File: config.mk
export PLATFORM = sky130hd
export DESIGN_NAME = vga_timing_rx
export DESIGN_NICKNAME = d
export VERILOG_FILES = /design/src/rtl/vga_timing_pkg.sv /design/src/rtl/vga_sync_sampler.sv /design/src/rtl/vga_timing_rx.sv
export SDC_FILE = /design/constraint.sdc
export NUM_CORES = 1
export LEC_CHECK = 0
export BUFFER_PORTS_ARGS = -buffer_cell sky130_fd_sc_hd__clkbuf_2
export CAP_MARGIN = 30
export CORE_MARGIN = 2
export CORE_UTILIZATION = 60
export DETAILED_ROUTE_END_ITERATION = 10
export GPL_TIMING_DRIVEN = 0
export MAX_ROUTING_LAYER = met4
export PLACE_DENSITY = 0.83
export SYNTH_ARGS = -nofsm -noshare
export SYNTH_HDL_FRONTEND = slang
export SYNTH_SLANG_ARGS = --single-unit
File: constraint.sdc
create_clock -name i_clk -period 5.05 [get_ports i_clk]
set_input_delay 0 -clock i_clk [delete_from_list [all_inputs] [get_ports i_clk]]
set_output_delay 0 -clock i_clk [all_outputs]
set_load 0.02 [all_outputs]
File: src/rtl/vga_timing_pkg.sv
// Shared VGA 640x480@60 timing constants and receiver FSM encoding.
// Used by both the timing generator and the timing receiver.
package vga_timing_pkg;

    localparam int unsigned VGA_H_SYNC  = 96;
    localparam int unsigned VGA_H_BP    = 48;
    localparam int unsigned VGA_H_VIS   = 640;
    localparam int unsigned VGA_H_FP    = 16;
    localparam int unsigned VGA_H_FRAME = 800;

    localparam int unsigned VGA_V_SYNC  = 2;
    localparam int unsigned VGA_V_BP    = 33;
    localparam int unsigned VGA_V_VIS   = 480;
    localparam int unsigned VGA_V_FP    = 10;
    localparam int unsigned VGA_V_FRAME = 525;

    localparam int unsigned VGA_LOCK_FRAMES = 2;
    localparam int unsigned VGA_CNT_W       = 16;

    typedef enum logic [1:0] {
        SEARCH = 2'd0,
        CHECK  = 2'd1,
        LOCKED = 2'd2
    } rx_state_e;

endpackage

File: src/rtl/vga_sync_sampler.sv
// Pixel-strobe gated sync history with falling-edge detection for h_sync and v_sync.
// Edge outputs are combinational and only valid on the strobe that produced them.
module vga_sync_sampler (
    input  logic i_clk,
    input  logic i_rst,
    input  logic i_pix_en,
    input  logic i_h_sync,
    input  logic i_v_sync,
    output logic o_line_start,
    output logic o_vs_fall
);

    logic r_hs_prev;
    logic r_vs_prev;

    // Syncs idle high, so history resets to 1 to avoid a spurious edge out of reset.
    always_ff @(posedge i_clk) begin
        if (i_rst) begin
            r_hs_prev <= 1'b1;
            r_vs_prev <= 1'b1;
        end else if (i_pix_en) begin
            r_hs_prev <= i_h_sync;
            r_vs_prev <= i_v_sync;
        end
    end

    assign o_line_start = i_pix_en && !i_h_sync && r_hs_prev;
    assign o_vs_fall    = i_pix_en && !i_v_sync && r_vs_prev;

endmodule

File: src/rtl/vga_timing_rx.sv
// VGA timing receiver: measures line/frame lengths, locks onto the expected timing and
// emits coordinates and colour of visible pixels once locked.
module vga_timing_rx
    import vga_timing_pkg::*;
#(
    parameter int unsigned H_FRAME     = VGA_H_FRAME,
    parameter int unsigned V_FRAME     = VGA_V_FRAME,
    parameter int unsigned H_SYNC      = VGA_H_SYNC,
    parameter int unsigned H_BP        = VGA_H_BP,
    parameter int unsigned H_VIS       = VGA_H_VIS,
    parameter int unsigned V_SYNC      = VGA_V_SYNC,
    parameter int unsigned V_BP        = VGA_V_BP,
    parameter int unsigned V_VIS       = VGA_V_VIS,
    parameter int unsigned LOCK_FRAMES = VGA_LOCK_FRAMES,
    parameter int unsigned CNT_W       = VGA_CNT_W
) (
    input  logic             i_clk,
    input  logic             i_rst,
    input  logic             i_pix_en,
    input  logic             i_h_sync,
    input  logic             i_v_sync,
    input  logic [3:0]       i_red,
    input  logic [3:0]       i_green,
    input  logic [3:0]       i_blue,
    output logic             o_locked,
    output logic             o_pixel_valid,
    output logic [9:0]       o_pixel_x,
    output logic [9:0]       o_pixel_y,
    output logic [11:0]      o_pixel_rgb,
    output logic             o_frame_start,
    output logic             o_timing_err,
    output logic [CNT_W-1:0] o_h_total,
    output logic [CNT_W-1:0] o_v_total
);

    localparam int unsigned GOOD_W = $clog2(LOCK_FRAMES + 1);
    localparam logic [CNT_W-1:0] CNT_MAX   = '1;
    localparam logic [CNT_W-1:0] H_FRAME_C = CNT_W'(H_FRAME);
    localparam logic [CNT_W-1:0] V_FRAME_C = CNT_W'(V_FRAME);
    localparam logic [CNT_W-1:0] H_VIS_LO  = CNT_W'(H_SYNC + H_BP);
    localparam logic [CNT_W-1:0] H_VIS_HI  = CNT_W'(H_SYNC + H_BP + H_VIS);
    localparam logic [CNT_W-1:0] V_VIS_LO  = CNT_W'(V_SYNC + V_BP);
    localparam logic [CNT_W-1:0] V_VIS_HI  = CNT_W'(V_SYNC + V_BP + V_VIS);

    logic w_line_start;
    logic w_vs_fall;

    vga_sync_sampler u_sampler (
        .i_clk        (i_clk),
        .i_rst        (i_rst),
        .i_pix_en     (i_pix_en),
        .i_h_sync     (i_h_sync),
        .i_v_sync     (i_v_sync),
        .o_line_start (w_line_start),
        .o_vs_fall    (w_vs_fall)
    );

    logic [CNT_W-1:0]  r_h_cnt, r_v_cnt, r_h_total, r_v_total;
    logic              r_vs_pend, r_line_seen, r_frame_bad, r_discard;
    logic [GOOD_W-1:0] r_good;
    rx_state_e         r_state;
    logic              r_locked, r_pixel_valid, r_frame_start, r_timing_err;
    logic [9:0]        r_pixel_x, r_pixel_y;
    logic [11:0]       r_pixel_rgb;

    logic [CNT_W-1:0] w_h_inc, w_v_inc, w_h_tick, w_v_tick;
    logic             w_frame_evt, w_line_bad, w_frame_bad, w_h_sat, w_visible;

    assign w_h_inc     = (r_h_cnt == CNT_MAX) ? CNT_MAX : r_h_cnt + 1'b1;
    assign w_v_inc     = (r_v_cnt == CNT_MAX) ? CNT_MAX : r_v_cnt + 1'b1;
    assign w_frame_evt = w_line_start && (r_vs_pend || w_vs_fall);
    // The first measured line after SEARCH starts at an arbitrary point, so it is not judged.
    assign w_line_bad  = w_line_start && r_line_seen && (w_h_inc != H_FRAME_C);
    assign w_frame_bad = r_frame_bad || w_line_bad || (w_v_inc != V_FRAME_C);
    assign w_h_sat     = i_pix_en && !w_line_start && (r_h_cnt == CNT_MAX);
    // Counter values belonging to the current tick.
    assign w_h_tick    = w_line_start ? '0 : w_h_inc;
    assign w_v_tick    = w_frame_evt ? '0 : (w_line_start ? w_v_inc : r_v_cnt);
    assign w_visible   = (w_h_tick >= H_VIS_LO) && (w_h_tick < H_VIS_HI) &&
                         (w_v_tick >= V_VIS_LO) && (w_v_tick < V_VIS_HI);

    always_ff @(posedge i_clk) begin
        if (i_rst) begin
            r_h_cnt       <= '0;
            r_v_cnt       <= '0;
            r_h_total     <= '0;
            r_v_total     <= '0;
            r_vs_pend     <= 1'b0;
            r_line_seen   <= 1'b0;
            r_frame_bad   <= 1'b0;
            r_discard     <= 1'b0;
            r_good        <= '0;
            r_state       <= SEARCH;
            r_locked      <= 1'b0;
            r_pixel_valid <= 1'b0;
            r_pixel_x     <= '0;
            r_pixel_y     <= '0;
            r_pixel_rgb   <= '0;
            r_frame_start <= 1'b0;
            r_timing_err  <= 1'b0;
        end else begin
            r_pixel_valid <= 1'b0;
            r_frame_start <= 1'b0;
            r_timing_err  <= 1'b0;
            if (i_pix_en) begin
                r_h_cnt <= w_h_tick;
                r_v_cnt <= w_v_tick;
                if (w_line_start) begin
                    r_h_total   <= w_h_inc;
                    r_line_seen <= 1'b1;
                end
                if (w_frame_evt) begin
                    r_v_total     <= w_v_inc;
                    r_vs_pend     <= 1'b0;
                    r_frame_start <= 1'b1;
                end else if (w_vs_fall) begin
                    r_vs_pend <= 1'b1;
                end
                if (r_state == LOCKED && w_visible) begin
                    r_pixel_valid <= 1'b1;
                    r_pixel_x     <= 10'(w_h_tick - H_VIS_LO);
                    r_pixel_y     <= 10'(w_v_tick - V_VIS_LO);
                    r_pixel_rgb   <= {i_red, i_green, i_blue};
                end
                if (w_h_sat) begin
                    r_state     <= SEARCH;
                    r_locked    <= 1'b0;
                    r_good      <= '0;
                    r_line_seen <= 1'b0;
                    r_frame_bad <= 1'b0;
                    r_discard   <= 1'b0;
                end else begin
                    unique case (r_state)
                        SEARCH: begin
                            if (w_frame_evt) begin
                                r_state     <= CHECK;
                                r_good      <= '0;
                                r_frame_bad <= 1'b0;
                                r_discard   <= 1'b0;
                            end
                        end
                        CHECK: begin
                            if (w_frame_evt) begin
                                r_frame_bad <= 1'b0;
                                r_discard   <= 1'b0;
                                if (r_discard) begin
                                    r_good <= '0;
                                end else if (w_frame_bad) begin
                                    r_good       <= '0;
                                    r_timing_err <= 1'b1;
                                end else if (32'(r_good) + 1 == LOCK_FRAMES) begin
                                    r_state  <= LOCKED;
                                    r_locked <= 1'b1;
                                    r_good   <= '0;
                                end else begin
                                    r_good <= r_good + 1'b1;
                                end
                            end else if (w_line_bad) begin
                                r_frame_bad <= 1'b1;
                            end
                        end
                        LOCKED: begin
                            if (w_line_bad || (w_frame_evt && w_frame_bad)) begin
                                r_state      <= CHECK;
                                r_locked     <= 1'b0;
                                r_good       <= '0;
                                r_timing_err <= 1'b1;
                                r_frame_bad  <= 1'b0;
                                // A mid-frame loss leaves a torn frame that must not be judged.
                                r_discard    <= !w_frame_evt;
                            end
                        end
                        default: begin
                            r_state  <= SEARCH;
                            r_locked <= 1'b0;
                        end
                    endcase
                end
            end
        end
    end

    assign o_locked      = r_locked;
    assign o_pixel_valid = r_pixel_valid;
    assign o_pixel_x     = r_pixel_x;
    assign o_pixel_y     = r_pixel_y;
    assign o_pixel_rgb   = r_pixel_rgb;
    assign o_frame_start = r_frame_start;
    assign o_timing_err  = r_timing_err;
    assign o_h_total     = r_h_total;
    assign o_v_total     = r_v_total;

endmodule

After elaboration in Yosys (flattened, before gate mapping)

Cells that the tools add are included.

Bits in registers: 110
Input bits: 17

Add/subtract/negate cells: 6
Order comparisons: 4
Eq/ne operators: 16
Muxes and demuxes: 47
Bitwise logic cells: 1
Reduce and logical (&&, ||, !) cells: 40

Operator list:

| cell                  | count |
|---|---|
| $mux 16               | 5 |
| $add 16x1->16 const B | 2 |
| $eq 16x16->1 const B  | 2 |
| $lt 16x10->1 const B  | 2 |
| $ne 16x10->1 const B  | 2 |
| $mux 2                | 14 |
| $mux 1                | 22 |
| $ge 16x6->1 const B   | 1 |
| $ge 16x8->1 const B   | 1 |
| $ne 3x3->1 const B    | 5 |
| $logic_and 1x1->1     | 14 |
| $reduce_and 7->1      | 2 |
| $pmux 2 s3            | 2 |
| $reduce_and 2->1      | 5 |
| $reduce_and 5->1      | 2 |
| $sub 10x6->10 const B | 1 |
| $sub 10x8->10 const B | 1 |
| $pmux 1 s3            | 2 |
| $logic_not 1->1       | 4 |
| $logic_or 1x1->1      | 4 |
| $ne 4x4->1 const B    | 1 |
| $pmux 1 s2            | 2 |
| $reduce_and 4->1      | 1 |
| $reduce_bool 2->1     | 2 |
| other kinds (14)      | 15 |

Depth between registers and ports, before layout

Depth after elaboration: 12
Gate-level depth with buffers: 16
Mapped depth without buffers: 13

By module

From an unflattened synthesis, not the netlist that was laid out.

Cells, all modules: 694
Area, all modules: 5763.0 µm²

By module, submodules not included:

| module           | instances | cells each | area an instance (µm²) | sequential area each (µm²) |
|---|---|---|---|---|
| vga_timing_rx    | 1         | 685        | 5675.4                 | 2162.1 |
| vga_sync_sampler | 1         | 9          | 87.6                   | 40.0 |

Worst setup path after synthesis

Ideal clock, no wire load.

Path kind: register to register
Start point: register r_h_cnt[0]
End point: register r_pixel_rgb[10] (netlist: o_pixel_rgb[10])
Arrival time: 3.306 ns
Slack: 1.616 ns
Cell stages (with the launch flop): 16
Cell sequence: dfxtp_1 > ha_1 > buf_2 > nand4_2 > or4_1 > clkbuf_1 > nand2_1 > nand2_1 > ha_1 > a31oi_1 > nor4_1 > or3_1 > a21oi_4 > buf_4 > mux2i_1 > nor2_1

Word-level cells in the longest chain between the ends: 9

RTL lines:

| what                                                 | line                 | source |
|---|---|---|
| start: declaration                                   | vga_timing_rx.sv:58  | `logic [CNT_W-1:0] r_h_cnt, r_v_cnt, r_h_total, r_v_total;` |
| start signal: assignment                             | vga_timing_rx.sv:106 | `r_h_cnt <= w_h_tick;` |
| $add 16x1->16 / $eq 16x16->1 (equally long branches) | vga_timing_rx.sv:69  | `assign w_h_inc = (r_h_cnt == CNT_MAX) ? CNT_MAX : r_h_cnt + 1'b1;` |
| $mux 16 *                                            | vga_timing_rx.sv:69  |  |
| $mux 16 *                                            | vga_timing_rx.sv:77  | `assign w_h_tick = w_line_start ? '0 : w_h_inc;` |
| $ge 16x8->1 / $lt 16x10->1 (equally long branches)   | vga_timing_rx.sv:79  | `assign w_visible = (w_h_tick >= H_VIS_LO) && (w_h_tick < H_VIS_HI) &&` |
| $logic_and 1x1->1 * (2 in series)                    | vga_timing_rx.sv:79  |  |
| $logic_and 1x1->1 *                                  | vga_timing_rx.sv:80  | `(w_v_tick >= V_VIS_LO) && (w_v_tick < V_VIS_HI);` |
| $logic_and 1x1->1 *                                  | vga_timing_rx.sv:119 | `if (r_state == LOCKED && w_visible) begin` |
| $reduce_and 2->1 (no line) *                         | --                   |  |
| end signal: assignment                               | vga_timing_rx.sv:123 | `r_pixel_rgb <= {i_red, i_green, i_blue};` |
| end: declaration                                     | vga_timing_rx.sv:64  | `logic [11:0] r_pixel_rgb;` |

Mark *: on every way between the ends. The rest lies on a longest branch, timed or not.
A chain may end at the register's enable or synchronous reset.

Worst setup path in the final report

Start point: register r_h_cnt[0]
End point: register r_pixel_rgb[10] (netlist: o_pixel_rgb[10])

Word-level cells in the longest chain between the ends: 9

RTL lines:

| what                                                 | line                 | source |
|---|---|---|
| $add 16x1->16 / $eq 16x16->1 (equally long branches) | vga_timing_rx.sv:69  |  |
| $mux 16 *                                            | vga_timing_rx.sv:69  |  |
| $mux 16 *                                            | vga_timing_rx.sv:77  |  |
| named net w_h_tick[4]                                | vga_timing_rx.sv:66  | `logic [CNT_W-1:0] w_h_inc, w_v_inc, w_h_tick, w_v_tick;` |
| $ge 16x8->1 / $lt 16x10->1 (equally long branches)   | vga_timing_rx.sv:79  |  |
| $logic_and 1x1->1 * (2 in series)                    | vga_timing_rx.sv:79  |  |
| $logic_and 1x1->1 *                                  | vga_timing_rx.sv:80  |  |
| $logic_and 1x1->1 *                                  | vga_timing_rx.sv:119 |  |
| $reduce_and 2->1 (no line) *                         | --                   |  |

The timed path passes the listed nets; every way through them passes the cells marked *.

==> flow_summary_export.csv <==
group,metric,value,unit
clocking,cts_max_level,3,
logic_synthesis,ys_ff_latch,110,
critical_path,crit_required,5.33,ns
finish,seq_area,2200,um2
timing,fin_skew,0.0188,ns
die,rows,35,
logic_synthesis,syn_nets,720,
clocking,clkLatencyLatePin,0.39,ns
timing,hold_slack,0.182,ns
logic_synthesis,synth_xor_xnor_area_share,4.00,%
critical_path,timing.rr.start,"r_h_cnt[0]",
logic_synthesis,yosysSeqAreaShare,38.7,%
timing,setup-tns-final,0,ns
timing,rsz0062_at_grt,"no",
clocking,clockBufferDepth,2,
detailed_routing,drtPass1Iterations,5,
detailed_routing,drc,0,
die,dieArea,10300,um2
critical_path,critPathCaptureType,"flip-flop",
grt,antenna_found_initial,0,
timing,relSlewSlack,31.0,%
critical_path,critPathKind,"flip-flop to flip-flop",
die,die_y,101,um
place,place_congestion,0.998,
timing,drv_slew,0,
critical_path,arrival,4.60,ns
timing,period_share,85.6,%
finish,num-fill-cells,715,
place,portBuffers,82,
grt,grt_pass1_vias,5262,
timing,finalSetupViolations,0,
detailed_routing,wl,17.3,mm
power_and_ir_drop,peakVddDrop,0.185,mV
detailed_routing,via_count,5702,
place,dp_hpwl,12.1,mm
status,status,"completed",
power_and_ir_drop,p_seq_share,56.6,%
logic_synthesis,ys.flop_type,"dfxtp_1",
finish,drive_above_1_share,16.0,%
timing,worst_slew_pin_slew,1.03,ns
die,core,9240,um2
timing,period_minus_slack,4.33,ns
clocking,post-cts-setup-buffers,0,
power_and_ir_drop,pwr-share-clk,33.6,%
logic_synthesis,synth_top_family_by_area,"simple AND/OR/NAND/NOR gates",
detailed_routing,via_per_inst,6.10,
finish,diodes,0,
grt,grt_pass1_wl,27.5,mm
timing,hold_violations,0,
finish,final_cell_mix,"nor2_1, dfxtp_1, clkbuf_2, a21oi_1, nand2_1",
logic_synthesis,syn_avg_cell_area,8.21,um2
die,die_w,101,um
timing,fmax,0.231,GHz
clocking,clock_sinks,110,
power_and_ir_drop,swShare,28.6,%
finish,final_common_cell,"nor2_1",
clocking,path_clk_slew,0.12,ns
power_and_ir_drop,power.switching,452,uW
finish,utilization,71.4,%
grt,grtUsageTotal,35.3,%
logic_synthesis,synth-edff-count,0,
power_and_ir_drop,pwr_density_cell,239,nW/um2
logic_synthesis,synthCells,694,
logic_synthesis,synth_compound_area_share,18.9,%
power_and_ir_drop,comb_power_share,9.8,%
hold_path,hold_class,"input pin to flip-flop",
finish,area_delta_synth_final,15.8,%
detailed_routing,drtIter0Drc,411,
logic_synthesis,synthMuxAreaShare,5.64,%
critical_path,critPathLaunch,"r_h_cnt[0]",
clocking,numCtsBuffers,9,
logic_synthesis,synth_fa_ha_area_share,1.98,%
logic_synthesis,synth_area,5700,um2
power_and_ir_drop,leakagePower,2.51,nW
power_and_ir_drop,internal_power,1.13,mW
hold_path,min_from,"i_rst",
logic_synthesis,synthSimpleGateAreaFrac,26.0,%
job,cap_violations,0,
clocking,cts_tree,"built",
detailed_routing,ant_nets,0,
logic_synthesis,async_flop_share,0,%
clocking,cts_root_buffer,"clkbuf_8",
detailed_routing,post_drt_wl_per_cell,18.5,um
critical_path,start_kind,"flip-flop",
grt,grt_overflow,0,
logic_synthesis,ys_warn_count,0,
finish,finalNetCount,827,
die,initial_utilization,61.7,%
grt,grt_max_degree,21,
finish,multi_input_area,3220,um2
die,ios,85,
critical_path,worstPathMaxFanout,10,
logic_synthesis,ys_types,73,
-- timing repair --
action                                  CTS  global route
endpoints found under the setup margin    0             0
endpoints found under the hold margin    14             0
hold buffers                             14             0
gates resized for setup                   0             0
-- stage by stage --
stage	area [um2]	setup slack (ns)	cells	total power [mW]
after floorplan	5700	1.62	694	1.00
after global placement	6270	1.01	905	1.05
after detailed placement	6270	0.907	905	1.05
after CTS	6600	0.840	935	1.58
after global routing	6600	0.463	935	1.63
final	6600	0.725	935	1.58
-- critical path: stages (launching register included) --
cell and delay (ns):
dfxtp_1 0.50, ha_1 0.19, buf_2 0.18, nand4_2 0.33, nor4_4 0.65, nor2_1 0.18
nor2_1 0.36, inv_1 0.08, ha_1 0.26, a31oi_1 0.22, nor4_1 0.08, or3_1 0.38
a21oi_4 0.22, buf_4 0.27, mux2i_1 0.25, nor2_1 0.06
-- state kept, by name (all words and copies together), names as in the netlist --
register             cells
o_h_total               16
o_v_total               16
r_h_cnt                 16
r_v_cnt                 16
o_pixel_rgb             12
o_pixel_x               10
o_pixel_y               10
r_good                   2
r_state                  2
o_frame_start            1
o_locked                 1
o_pixel_valid            1
o_timing_err             1
r_discard                1
r_frame_bad              1
r_line_seen              1
r_vs_pend                1
u_sampler.r_hs_prev      1
u_sampler.r_vs_prev      1
-- cell type report --
cell class                 count  area share, %
multi-input combinational    517           48.7
sequential                   110           33.4
timing repair buffer          96           8.34
buffer                        48           3.15
tap                          129           2.45
clock buffer                   9           1.88
inverter                      19           1.08
clock inverter                 7           1.00
-- cells in the mapped netlist (11+ instances only) --
master | number | share of area [%]
nor2_1 | 123 | 8.1
dfxtp_1 | 110 | 39
a21oi_1 | 41 | 3.6
nand2_1 | 37 | 2.4
clkbuf_1 | 32 | 2.1
mux2i_1 | 31 | 5.4
o21ai_0 | 26 | 2.3
nand3_1 | 23 | 2.0
nor3_1 | 22 | 1.9
inv_1 | 18 | 1.2
a211oi_1 | 17 | 2.2
xnor2_1 | 15 | 2.3
a311oi_1 | 13 | 2.0
nand4_1 | 13 | 1.4
xor2_1 | 11 | 1.7
-- power groups by stage --
stage	clock (mW)	sequential [mW]	combinational [mW]
floorplan	0	0.923	0.0799
global route	0.573	0.897	0.165
global placement	0	0.913	0.138
detailed placement	0	0.914	0.140
finish	0.530	0.894	0.154
CTS	0.538	0.894	0.149
-- per-layer routing --
metal  vias up  wire [um]  global-route usage, %  part of all wire, %
met5         -          0                      -                    0
met4         0        341                   10.3                  2.0
met3        31       1560                   5.59                  9.0
met2       296       7610                   52.0                   44
met1      2657       7820                   50.1                   45
li1       2718          -                      -                    -
-- path summary, 6_finish.rpt --
path                           to  slack (ns)  cells after the start
hold reg to reg     o_h_total[12]        0.47                      2
setup reg to reg  o_pixel_rgb[10]        0.72                     15
setup / recovery  o_pixel_rgb[10]        0.72                     15
hold / removal          r_good[1]        0.18                      3
-- cells by family after synthesis --
logic type | count (synthesis)
DFF | 110
buffers and inverters | 67
AOI/OAI and AO/OA | 157
adders and majority gates | 9
xor gates and xnor gates | 26
muxes | 32
and+or+nand+nor | 293
Note: power is estimated with default switching activity, not from simulation.
